[src/rtl/load_pkg.sv]
// Shared definitions for the load alignment unit.
// funct3 encodings, FSM states and size/legality helpers.
package load_pkg;

    localparam logic [2:0] F3_LB  = 3'b000;
    localparam logic [2:0] F3_LH  = 3'b001;
    localparam logic [2:0] F3_LW  = 3'b010;
    localparam logic [2:0] F3_LD  = 3'b011;
    localparam logic [2:0] F3_LBU = 3'b100;
    localparam logic [2:0] F3_LHU = 3'b101;
    localparam logic [2:0] F3_LWU = 3'b110;

    typedef enum logic [2:0] {
        IDLE,
        REQ0,
        WAIT0,
        REQ1,
        WAIT1,
        DONE
    } loadState_e;

    function automatic logic [3:0] size_bytes(input logic [2:0] funct3);
        return 4'd1 << funct3[1:0];
    endfunction

    function automatic logic funct3Legal(
        input logic [2:0] funct3,
        input logic       is64
    );
        logic ok;
        unique case (funct3)
            F3_LB, F3_LH, F3_LW, F3_LBU, F3_LHU: ok = 1'b1;
            F3_LD, F3_LWU:                       ok = is64;
            default:                             ok = 1'b0;
        endcase
        return ok;
    endfunction

endpackage

[src/rtl/load_extract.sv]
// Byte selection and sign/zero extension of a load result
// taken from a two-word little-endian window.
module load_extract
    import load_pkg::*;
#(
    parameter int XLEN = 32
) (
    input  logic [2*XLEN-1:0]         words,
    input  logic [$clog2(XLEN/8)-1:0] off,
    input  logic [2:0]                funct3,
    output logic [XLEN-1:0]           data
);

    logic [XLEN-1:0] shifted;

    always_comb begin
        shifted = XLEN'(words >> {off, 3'b000});
        case (funct3[1:0])
            2'b00: begin
                data = funct3[2] ? XLEN'(shifted[7:0])
                                 : XLEN'($signed(shifted[7:0]));
            end
            2'b01: begin
                data = funct3[2] ? XLEN'(shifted[15:0])
                                 : XLEN'($signed(shifted[15:0]));
            end
            2'b10: begin
                data = funct3[2] ? XLEN'(shifted[31:0])
                                 : XLEN'($signed(shifted[31:0]));
            end
            default: data = shifted;
        endcase
    end

endmodule

[src/rtl/load_align_unit.sv]
// Load unit: issues one or two aligned word reads per request and
// returns the aligned, extended result over a valid/ready handshake.
module load_align_unit
    import load_pkg::*;
#(
    parameter int XLEN   = 32,
    parameter int ADDR_W = 32
) (
    input  logic              clk,
    input  logic              reset,
    input  logic              req_valid,
    output logic              req_ready,
    input  logic [ADDR_W-1:0] req_addr,
    input  logic [2:0]        req_funct3,
    output logic              mem_req_valid,
    input  logic              mem_req_ready,
    output logic [ADDR_W-1:0] mem_addr,
    input  logic              mem_rsp_valid,
    input  logic [XLEN-1:0]   mem_rdata,
    output logic              rsp_valid,
    input  logic              rsp_ready,
    output logic [XLEN-1:0]   rsp_data,
    output logic              rsp_err
);

    localparam int   NB    = XLEN / 8;
    localparam int   OFF_W = $clog2(NB);
    localparam logic IS64  = (XLEN == 64);

    loadState_e        state;
    logic [OFF_W-1:0]  offQ;
    logic [2:0]        f3Q;
    logic              crossQ;
    logic [XLEN-1:0]   word0;

    logic [OFF_W-1:0]  reqOff;
    logic [4:0]        reqEnd;
    logic              reqCross;
    logic              reqLegal;
    logic [ADDR_W-1:0] reqAligned;
    logic [XLEN-1:0]   wordHi;
    logic [XLEN-1:0]   wordLo;
    logic [XLEN-1:0]   extData;

    assign reqOff     = req_addr[OFF_W-1:0];
    assign reqEnd     = 5'(reqOff) + 5'(size_bytes(req_funct3));
    assign reqCross   = reqEnd > 5'(NB);
    assign reqLegal   = funct3Legal(req_funct3, IS64);
    assign reqAligned = {req_addr[ADDR_W-1:OFF_W], {OFF_W{1'b0}}};

    // The final word is taken straight off the bus so the result
    // can be registered in the same cycle it arrives.
    assign wordHi = (state == WAIT1) ? mem_rdata : '0;
    assign wordLo = (state == WAIT1) ? word0 : mem_rdata;

    load_extract #(
        .XLEN(XLEN)
    ) uExtract (
        .words ({wordHi, wordLo}),
        .off   (offQ),
        .funct3(f3Q),
        .data  (extData)
    );

    always_ff @(posedge clk) begin
        if (reset) begin
            state         <= IDLE;
            req_ready     <= 1'b1;
            mem_req_valid <= 1'b0;
            mem_addr      <= '0;
            rsp_valid     <= 1'b0;
            rsp_data      <= '0;
            rsp_err       <= 1'b0;
            offQ          <= '0;
            f3Q           <= '0;
            crossQ        <= 1'b0;
            word0         <= '0;
        end else begin
            unique case (state)
                IDLE: begin
                    if (req_valid) begin
                        offQ      <= reqOff;
                        f3Q       <= req_funct3;
                        crossQ    <= reqCross;
                        req_ready <= 1'b0;
                        if (reqLegal) begin
                            state         <= REQ0;
                            mem_req_valid <= 1'b1;
                            mem_addr      <= reqAligned;
                        end else begin
                            state     <= DONE;
                            rsp_valid <= 1'b1;
                            rsp_err   <= 1'b1;
                            rsp_data  <= '0;
                        end
                    end
                end
                REQ0: begin
                    if (mem_req_ready) begin
                        mem_req_valid <= 1'b0;
                        state         <= WAIT0;
                    end
                end
                WAIT0: begin
                    if (mem_rsp_valid) begin
                        word0 <= mem_rdata;
                        if (crossQ) begin
                            state         <= REQ1;
                            mem_req_valid <= 1'b1;
                            mem_addr      <= mem_addr + ADDR_W'(NB);
                        end else begin
                            state     <= DONE;
                            rsp_valid <= 1'b1;
                            rsp_err   <= 1'b0;
                            rsp_data  <= extData;
                        end
                    end
                end
                REQ1: begin
                    if (mem_req_ready) begin
                        mem_req_valid <= 1'b0;
                        state         <= WAIT1;
                    end
                end
                WAIT1: begin
                    if (mem_rsp_valid) begin
                        state     <= DONE;
                        rsp_valid <= 1'b1;
                        rsp_err   <= 1'b0;
                        rsp_data  <= extData;
                    end
                end
                DONE: begin
                    if (rsp_ready) begin
                        state     <= IDLE;
                        rsp_valid <= 1'b0;
                        req_ready <= 1'b1;
                    end
                end
                default: state <= IDLE;
            endcase
        end
    end

endmodule
[config.mk]
export PLATFORM = sky130hd
export DESIGN_NAME = load_align_unit
export DESIGN_NICKNAME = d
export VERILOG_FILES = /design/src/rtl/load_pkg.sv /design/src/rtl/load_extract.sv /design/src/rtl/load_align_unit.sv
export SDC_FILE = /design/constraint.sdc
export NUM_CORES = 1
export LEC_CHECK = 0
export CAP_MARGIN = 5
export CORE_ASPECT_RATIO = 0.9
export CORE_MARGIN = 5
export CORE_UTILIZATION = 46
export CTS_BUF_LIST = sky130_fd_sc_hd__clkbuf_2
export CTS_CLUSTER_DIAMETER = 150
export CTS_CLUSTER_SIZE = 16
export DETAILED_ROUTE_END_ITERATION = 8
export PLACE_DENSITY = 0.74
export SYNTH_ARGS = -nofsm -noshare
export SYNTH_HDL_FRONTEND = slang
export SYNTH_SLANG_ARGS = --single-unit
[constraint.sdc]
create_clock -name clk -period 3.03 [get_ports clk]
set_input_delay 0.606 -clock clk [delete_from_list [all_inputs] [get_ports clk]]
set_output_delay 0.606 -clock clk [all_outputs]
set_load 0.1 [all_outputs]
## Yosys cells after proc, flatten, opt, wreduce, memory -nomap -nowiden

Index checks and enable logic that the tools add are counted.

| cells by class | value |
|---|---|
| add/subtract/negate cells | 2 |
| order comparisons | 1 |
| eq/ne operators | 21 |
| shift operators | 2 |
| mux-type cells | 46 |
| reductions and logical operators | 18 |

Operators by type and width:

| operator | number |
|---|---|
| 32-bit 2-to-1 mux | 13 |
| 32-bit one-hot mux with 2 select lines | 2 |
| 32-bit one-hot mux with 3 select lines | 1 |
| 64-bit by 5-bit >> shifter with 32-bit output | 1 |
| 32-bit by 3-bit adder with 32-bit output, second input constant | 1 |
| 3-bit 2-to-1 mux | 8 |
| 2-bit != test, second input constant | 10 |
| 3-bit one-hot mux with 6 select lines | 1 |
| 6-bit AND reduction | 3 |
| 1-bit 2-to-1 mux | 17 |
| 3-bit equality test, second input constant | 4 |
| 3-bit by 2-bit equality test with 1-bit output, second input constant | 3 |
| 7-bit AND reduction | 1 |
| 3-bit by 1-bit equality test with 1-bit output, second input constant | 2 |
| 3-bit logical NOT | 2 |
| 1-bit one-hot mux with 3 select lines | 2 |
| 3-bit nonzero test | 2 |
| 2-bit by 4-bit adder with 5-bit output | 1 |
| 5-bit by 3-bit greater-than comparator with 1-bit output, second input constant | 1 |
| 5-bit AND reduction | 1 |
| 5-bit OR reduction | 1 |
| 1-bit one-hot mux with 4 select lines | 1 |
| 2-bit AND reduction | 2 |
| 2-bit nonzero test | 2 |
| other kinds (8) | 8 |

| word-level totals | value |
|---|---|
| register bits | 109 |
| input port bits | 73 |
| output and inout bits | 68 |
| word-level logic and storage cells | 101 |

## Depth between registers and ports, before layout

| depth | value |
|---|---|
| word-level depth | 8 |
| depth in mapped cells | 9 |
| mapped depth without buffers | 8 |

## Hierarchy

From an unflattened synthesis, not the netlist that was laid out.

| unflattened totals | value |
|---|---|
| cells, all modules | 807 |
| area total of the unflattened synthesis | 6,830.3 µm² |

By module, submodules not included:

| module | times used | cells each | area an instance (µm²) | seq. area each (µm²) |
|---|---|---|---|---|
| load_align_unit | 1 | 706 | 5,720.5 | 2,142.1 |
| load_extract | 1 | 101 | 1,109.8 | 0.0 |

## Worst setup path after synthesis

OpenSTA, ideal clock, no wires.

| timing | value |
|---|---|
| path kind | reg2reg |
| start | reg mem_addr[17] |
| end | reg mem_addr[30] |
| library setup time | 0.134 ns |
| data arrival time | 2.377 ns |
| required time | 2.896 ns |
| slack | 0.519 ns |
| cell stages (with the launch flop) | 7 |
| buffers on the path | 1 |
| clock period less this slack | 2.511 ns |
| cells stage by stage | dfxtp_1 > and3_1 > clkbuf_1 > nand3_1 > or3_1 > nor3_1 > nor4_1 |

| between the ends | value |
|---|---|
| cells in the longest elaborated chain, start to end | 4 |

RTL lines:

| element | line | source |
|---|---|---|
| start: declaration | load_align_unit.sv:17 | `output logic [ADDR_W-1:0] mem_addr,` |
| start signal: assignment | load_align_unit.sv:89 | `mem_addr <= reqAligned;` |
| start signal: assignment | load_align_unit.sv:110 | `mem_addr <= mem_addr + ADDR_W'(NB);` |
| 32-bit by 3-bit adder with 32-bit output | load_align_unit.sv:110 |  |
| 32-bit 2-to-1 mux | load_align_unit.sv:107 | `if (crossQ) begin` |
| 32-bit 2-to-1 mux | load_align_unit.sv:105 | `if (mem_rsp_valid) begin` |
| 32-bit one-hot mux with 2 select lines | load_align_unit.sv:79 | `unique case (state)` |

No other way between the ends. The select of a mux whose other input is x is not followed.
A chain may end at the register's enable or synchronous reset.

## Worst setup path in the final report

| timing | value |
|---|---|
| start | reg state[1] |
| end | reg rsp_data[20] |

| between the ends | value |
|---|---|
| cells in the longest elaborated chain, start to end | 8 |
| elaborated cells on any way between the ends | 20 |
| classes of those cells | eq/ne: 7; shift: 1; mux: 9; reduce/logical: 3 |

RTL lines:

| element | line | source |
|---|---|---|
| start: declaration | load_align_unit.sv:30 | `loadState_e state;` |
| start signal: assignment | load_align_unit.sv:67 | `state <= IDLE;` |
| start signal: assignment | load_align_unit.sv:87 | `state <= REQ0;` |
| start signal: assignment | load_align_unit.sv:91 | `state <= DONE;` |
| 3-bit equality test | load_align_unit.sv:53, load_align_unit.sv:54, load_align_unit.sv:79 |  |
| 32-bit 2-to-1 mux (on tied branches) | load_align_unit.sv:54, load_align_unit.sv:53 |  |
| 64-bit by 5-bit >> shifter with 32-bit output | load_extract.sv:17 | `shifted = XLEN'(words >> {off, 3'b000});` |
| 32-bit 2-to-1 mux (on tied branches) | load_extract.sv:24, load_extract.sv:20 |  |
| 32-bit one-hot mux with 2 select lines | load_extract.sv:18 | `case (funct3[1:0])` |
| 32-bit 2-to-1 mux | load_align_unit.sv:107 |  |
| 32-bit 2-to-1 mux | load_align_unit.sv:105 |  |
| 32-bit one-hot mux with 3 select lines | load_align_unit.sv:79 |  |
| end signal: assignment | load_align_unit.sv:115 | `rsp_data <= extData;` |
| end signal: assignment | load_align_unit.sv:130 | `rsp_data <= extData;` |
| end: declaration | load_align_unit.sv:22 | `output logic [XLEN-1:0] rsp_data,` |

Several ways; a longest one is shown, not always the timed one. The select of a mux whose other input is x is not followed.

==> metrics.md <==
| Metric | Value |
|---|---|
| IR Drop Worst-Case VDD | `0.5009 mV` |
| Number of buffers inserted by hold repair at cts | `0` |
| Routability-driven placement congestion ratio | `0.9298` |
| Critical-path cell with the highest stage delay | `sky130_fd_sc_hd__a2111oi_4` |
| Uppermost layer routed | `met4` |
| Reg2Reg Launch Point | `state[1]$_SDFFE_PP0P_` |
| Number of hold-slack violations in the final timing report | `0` |
| Leakage power of the design | `0.002868 uW` |
| Remaining Overflow, GRT | `0` |
| Outcome | `complete, no violations` |
| Via/cell ratio | `6.211` |
| Sequential fraction of design power | `31.3%` |
| Critical-path maximum fanout | `16` |
| Routed met1 length | `9354 um` |
| Floorplan die width | `133.6 um` |
| Worst hold path type | `in -> reg` |
| Count of different cell masters after synthesis | `72` |
| PnR worst setup slack | `0.4135 ns` |
| Layout cells sized above 1 | `14.99%` |
| Clock input transition at the sequential cells of the worst setup and hold paths | `0.31 ns` |
| Nature of the critical path endpoint | `flop` |
| Initial antenna violation count | `1` |
| Number of standard cells after synthesis | `780` |
| Number of inserted filler cells in the final layout | `1,264` |
| Pwr/cell area | `782.9 nW/um2` |
| Num ports | `141` |
| Setup repair after global routing missed its margin | `no` |
| Cells traversed along the worst timing path | `nor3b_4, mux4_2, mux2i_2, a2111oi_4, a221o_1` |
| Required time at the worst-slack endpoint | `3.67 ns` |
| Total Routed Length | `20,430 um` |
| Area Growth Syn to Fin | `22.89%` |
| Switching share of total power | `53.34%` |
| Syn avg cell area | `8.107 um2` |
| Final period demand of the worst path | `2.616 ns` |
| CTS tree | `yes` |
| R2R depth | `5` |
| Worst setup path category | `reg -> reg` |
| CTS root buffer | `sky130_fd_sc_hd__clkbuf_2` |
| Longest individual stage delay on the worst path | `0.89 ns` |
| Number of max-cap violations | `0` |
| Clk sink count | `107` |
| Maximum operating frequency | `382.2 MHz` |
| Worst relative slew slack | `38.46%` |
| Number of nets with antenna violations after detailed routing | `0` |
| Most frequent cells in the layout | `sky130_fd_sc_hd__nand2_1 (117), sky130_fd_sc_hd__dfxtp_1 (106), sky130_fd_sc_hd__a21oi_1 (96)` |
| CTS buffer count | `9` |
| Total negative slack for setup checks | `0 ns` |
| Fraction of power consumed by combinational cells | `56.3%` |
| Net switching power of the design | `3246 uW` |
| Maximum clock skew at final layout | `0.03993 ns` |
| GR Util All Layers | `24.67%` |
| Insertion delay of the later-clocked pin in the worst-skew pair | `0.68 ns` |
| Main synth FF type | `sky130_fd_sc_hd__dfxtp_1` |
| CTS-repair resized insts | `0` |
| Largest net degree at the start of global routing | `77` |
| Final setup violating endpoints | `0` |
| Routed vias | `6,559` |
| Final period util | `86.35%` |
| Termination of the worst setup path | `rsp_data[20]$_SDFFE_PP0P_` |
| Via count of the first global-routing pass | `5,959` |
| Clock power share | `12.4%` |
| Seq/Total Area, Yosys | `33.87%` |
| Critical Path Start Type | `flop` |
| Floorplan row count | `40` |
| Worst flop-to-flop path endpoint | `rsp_data[20]$_SDFFE_PP0P_` |
| Number of port buffers | `138` |
| Crit path arrival time | `3.25 ns` |
| Fraction of registers with async set/reset | `0%` |
| Count of flip-flops with a built-in enable after synthesis | `0` |
| Actual transition at the worst max-transition pin | `0.9231 ns` |
| H-tree depth | `3` |
| Slew Viols, Final | `0` |
| Remaining routing DRC violations | `0` |
| Post-CTS Repair Setup Buffers | `0` |
| Count of synthesis-stage warnings from yosys | `0` |
| Die outline area | `16,200 um2` |
| Source of the critical timing path | `state[1]$_SDFFE_PP0P_` |
| First-pass DRT Iterations | `9` |
| Most common library cell in the layout ignoring fill and taps | `sky130_fd_sc_hd__nand2_1` |
| Half-perimeter wire length of the detailed placement result | `14,630 um` |
| Final routed wire length divided by cell count | `19.34 um` |
| Max Buffers Root-to-Sink | `2` |
| Net count reported at finish | `958` |
| Worst slack on hold paths | `0.4704 ns` |
| Core ar. | `13,410 um2` |
| Register-to-Register Setup Slack | `0.41 ns` |
| Initial drt markers | `874` |
| Met3 routed wirelength | `1816 um` |
| Die Ht | `121.2 um` |
| Internal power summed over all cells | `2839 uW` |
| First-pass GRT wire length | `32,390 um` |
| Initial core utilization | `47.15%` |
| Met2 wire len | `8934 um` |
| Utilization after layout | `57.94%` |
| Mapped cell area | `6324 um2` |
| Synthesis-stage register bit count | `107` |
| Post-placement worst setup slack | `0.2755 ns` |
[cell families after synthesis]
group           Yosys count  synth area share, %
mux                      61                12.05
xor+xnor                  2               0.2771
other cells               1              0.05930
simple gates            256                19.39
flops                   107                33.87
compound gates          263                27.62
fa+ha+maj                 3               0.5937
buf+inv                  87                6.134
[registers in the layout, indices dropped and copies added, names as in the netlist]
name and count:
word0 32, f3Q 3, req_ready 1, rsp_valid 1, crossQ 1, offQ 2
mem_req_valid 1, state 3, rsp_err 1, rsp_data 32, mem_addr 30
[cells in the mapped netlist (5+ instances only)]
cell type,instances,area (um2)
sky130_fd_sc_hd__nand2_1,117,439.2
sky130_fd_sc_hd__dfxtp_1,107,2142
sky130_fd_sc_hd__buf_2,13,65.06
sky130_fd_sc_hd__a221o_1,15,150.1
sky130_fd_sc_hd__a211oi_1,17,127.6
sky130_fd_sc_hd__and2_1,5,31.28
sky130_fd_sc_hd__a211o_1,8,70.07
sky130_fd_sc_hd__buf_4,6,45.04
sky130_fd_sc_hd__nor2_1,39,146.4
sky130_fd_sc_hd__nand3_1,18,90.09
sky130_fd_sc_hd__a222oi_1,5,50.05
sky130_fd_sc_hd__o32ai_1,9,78.83
sky130_fd_sc_hd__clkbuf_1,40,150.1
sky130_fd_sc_hd__mux4_2,11,247.7
sky130_fd_sc_hd__nor3_1,21,105.1
sky130_fd_sc_hd__mux2_2,8,90.09
sky130_fd_sc_hd__a21oi_1,97,485.5
sky130_fd_sc_hd__inv_1,20,75.07
sky130_fd_sc_hd__o21bai_1,6,45.04
sky130_fd_sc_hd__o22ai_1,9,56.30
sky130_fd_sc_hd__nand4_1,6,37.54
sky130_fd_sc_hd__nor4_1,11,68.82
sky130_fd_sc_hd__buf_1,5,18.77
sky130_fd_sc_hd__a311oi_1,5,43.79
sky130_fd_sc_hd__o21ai_0,46,230.2
sky130_fd_sc_hd__mux2i_1,41,410.4
sky130_fd_sc_hd__and3_1,6,37.54
sky130_fd_sc_hd__o211ai_1,6,45.04
sky130_fd_sc_hd__a2bb2oi_1,8,70.07
[power by group through the flow]
stage / combinational [uW] / clock, uW / sequential [uW]
after floorplan: 1370 / 0 / 3130
after global placement: 3370 / 0 / 1910
after detailed placement: 3400 / 0 / 1920
after CTS: 3400 / 759 / 1900
after global routing: 3610 / 811 / 1940
final: 3430 / 753 / 1910
[through the flow]
step	cells	total power (uW)	cell area [um2]
2_1_floorplan	781	4495	6327
5_1_grt	1056	6363	7771
6_report	1056	6084	7771
3_3_place_gp	1039	5278	7640
3_5_place_dp	1039	5323	7640
4_1_cts	1055	6063	7769
[routing by layer]
metal / global-route usage, % / up-vias
met1: 36.21 / 3108
met5: 0 / -
li1: - / 3117
met3: 5.638 / 23
met4: 7.262 / 0
met2: 36.01 / 311
[cell type report]
class / count / area [um2] / share of cell area [%]
multi-input combinational: 587 / 3807 / 48.99
sequential: 107 / 2143 / 27.58
timing repair buffer: 157 / 1404 / 18.06
tap: 168 / 210.2 / 2.705
clock inverter: 7 / 83.83 / 1.079
inverter: 20 / 75.07 / 0.9660
clock buffer: 9 / 45.04 / 0.5796
antenna: 1 / 2.502 / 0.03220
[worst max-delay path, delay by kind of cell (launching register included)]
kind / cells / cell delay, ns
muxes: 2 / 0.46
and+or+nand+nor: 1 / 0.54
AOI/OAI and AO/OA: 2 / 1.12
DFF: 1 / 0.49
[worst min path at each step]
stage                           startpoint                        to  slack (ns)  depth (start not counted)
floorplan            word0[0]$_SDFFE_PP0P_     word0[0]$_SDFFE_PP0P_        0.43                          2
global placement    req_ready$_SDFFE_PP1P_    req_ready$_SDFFE_PP1P_        0.43                          2
detailed placement   word0[4]$_SDFFE_PP0P_     word0[4]$_SDFFE_PP0P_        0.44                          2
CTS                                  reset  rsp_data[7]$_SDFFE_PP0P_        0.43                          5
global route                         reset  rsp_data[7]$_SDFFE_PP0P_        0.44                          5
finish                               reset  rsp_data[7]$_SDFFE_PP0P_        0.47                          5
Power figures use the tool's default switching activity.
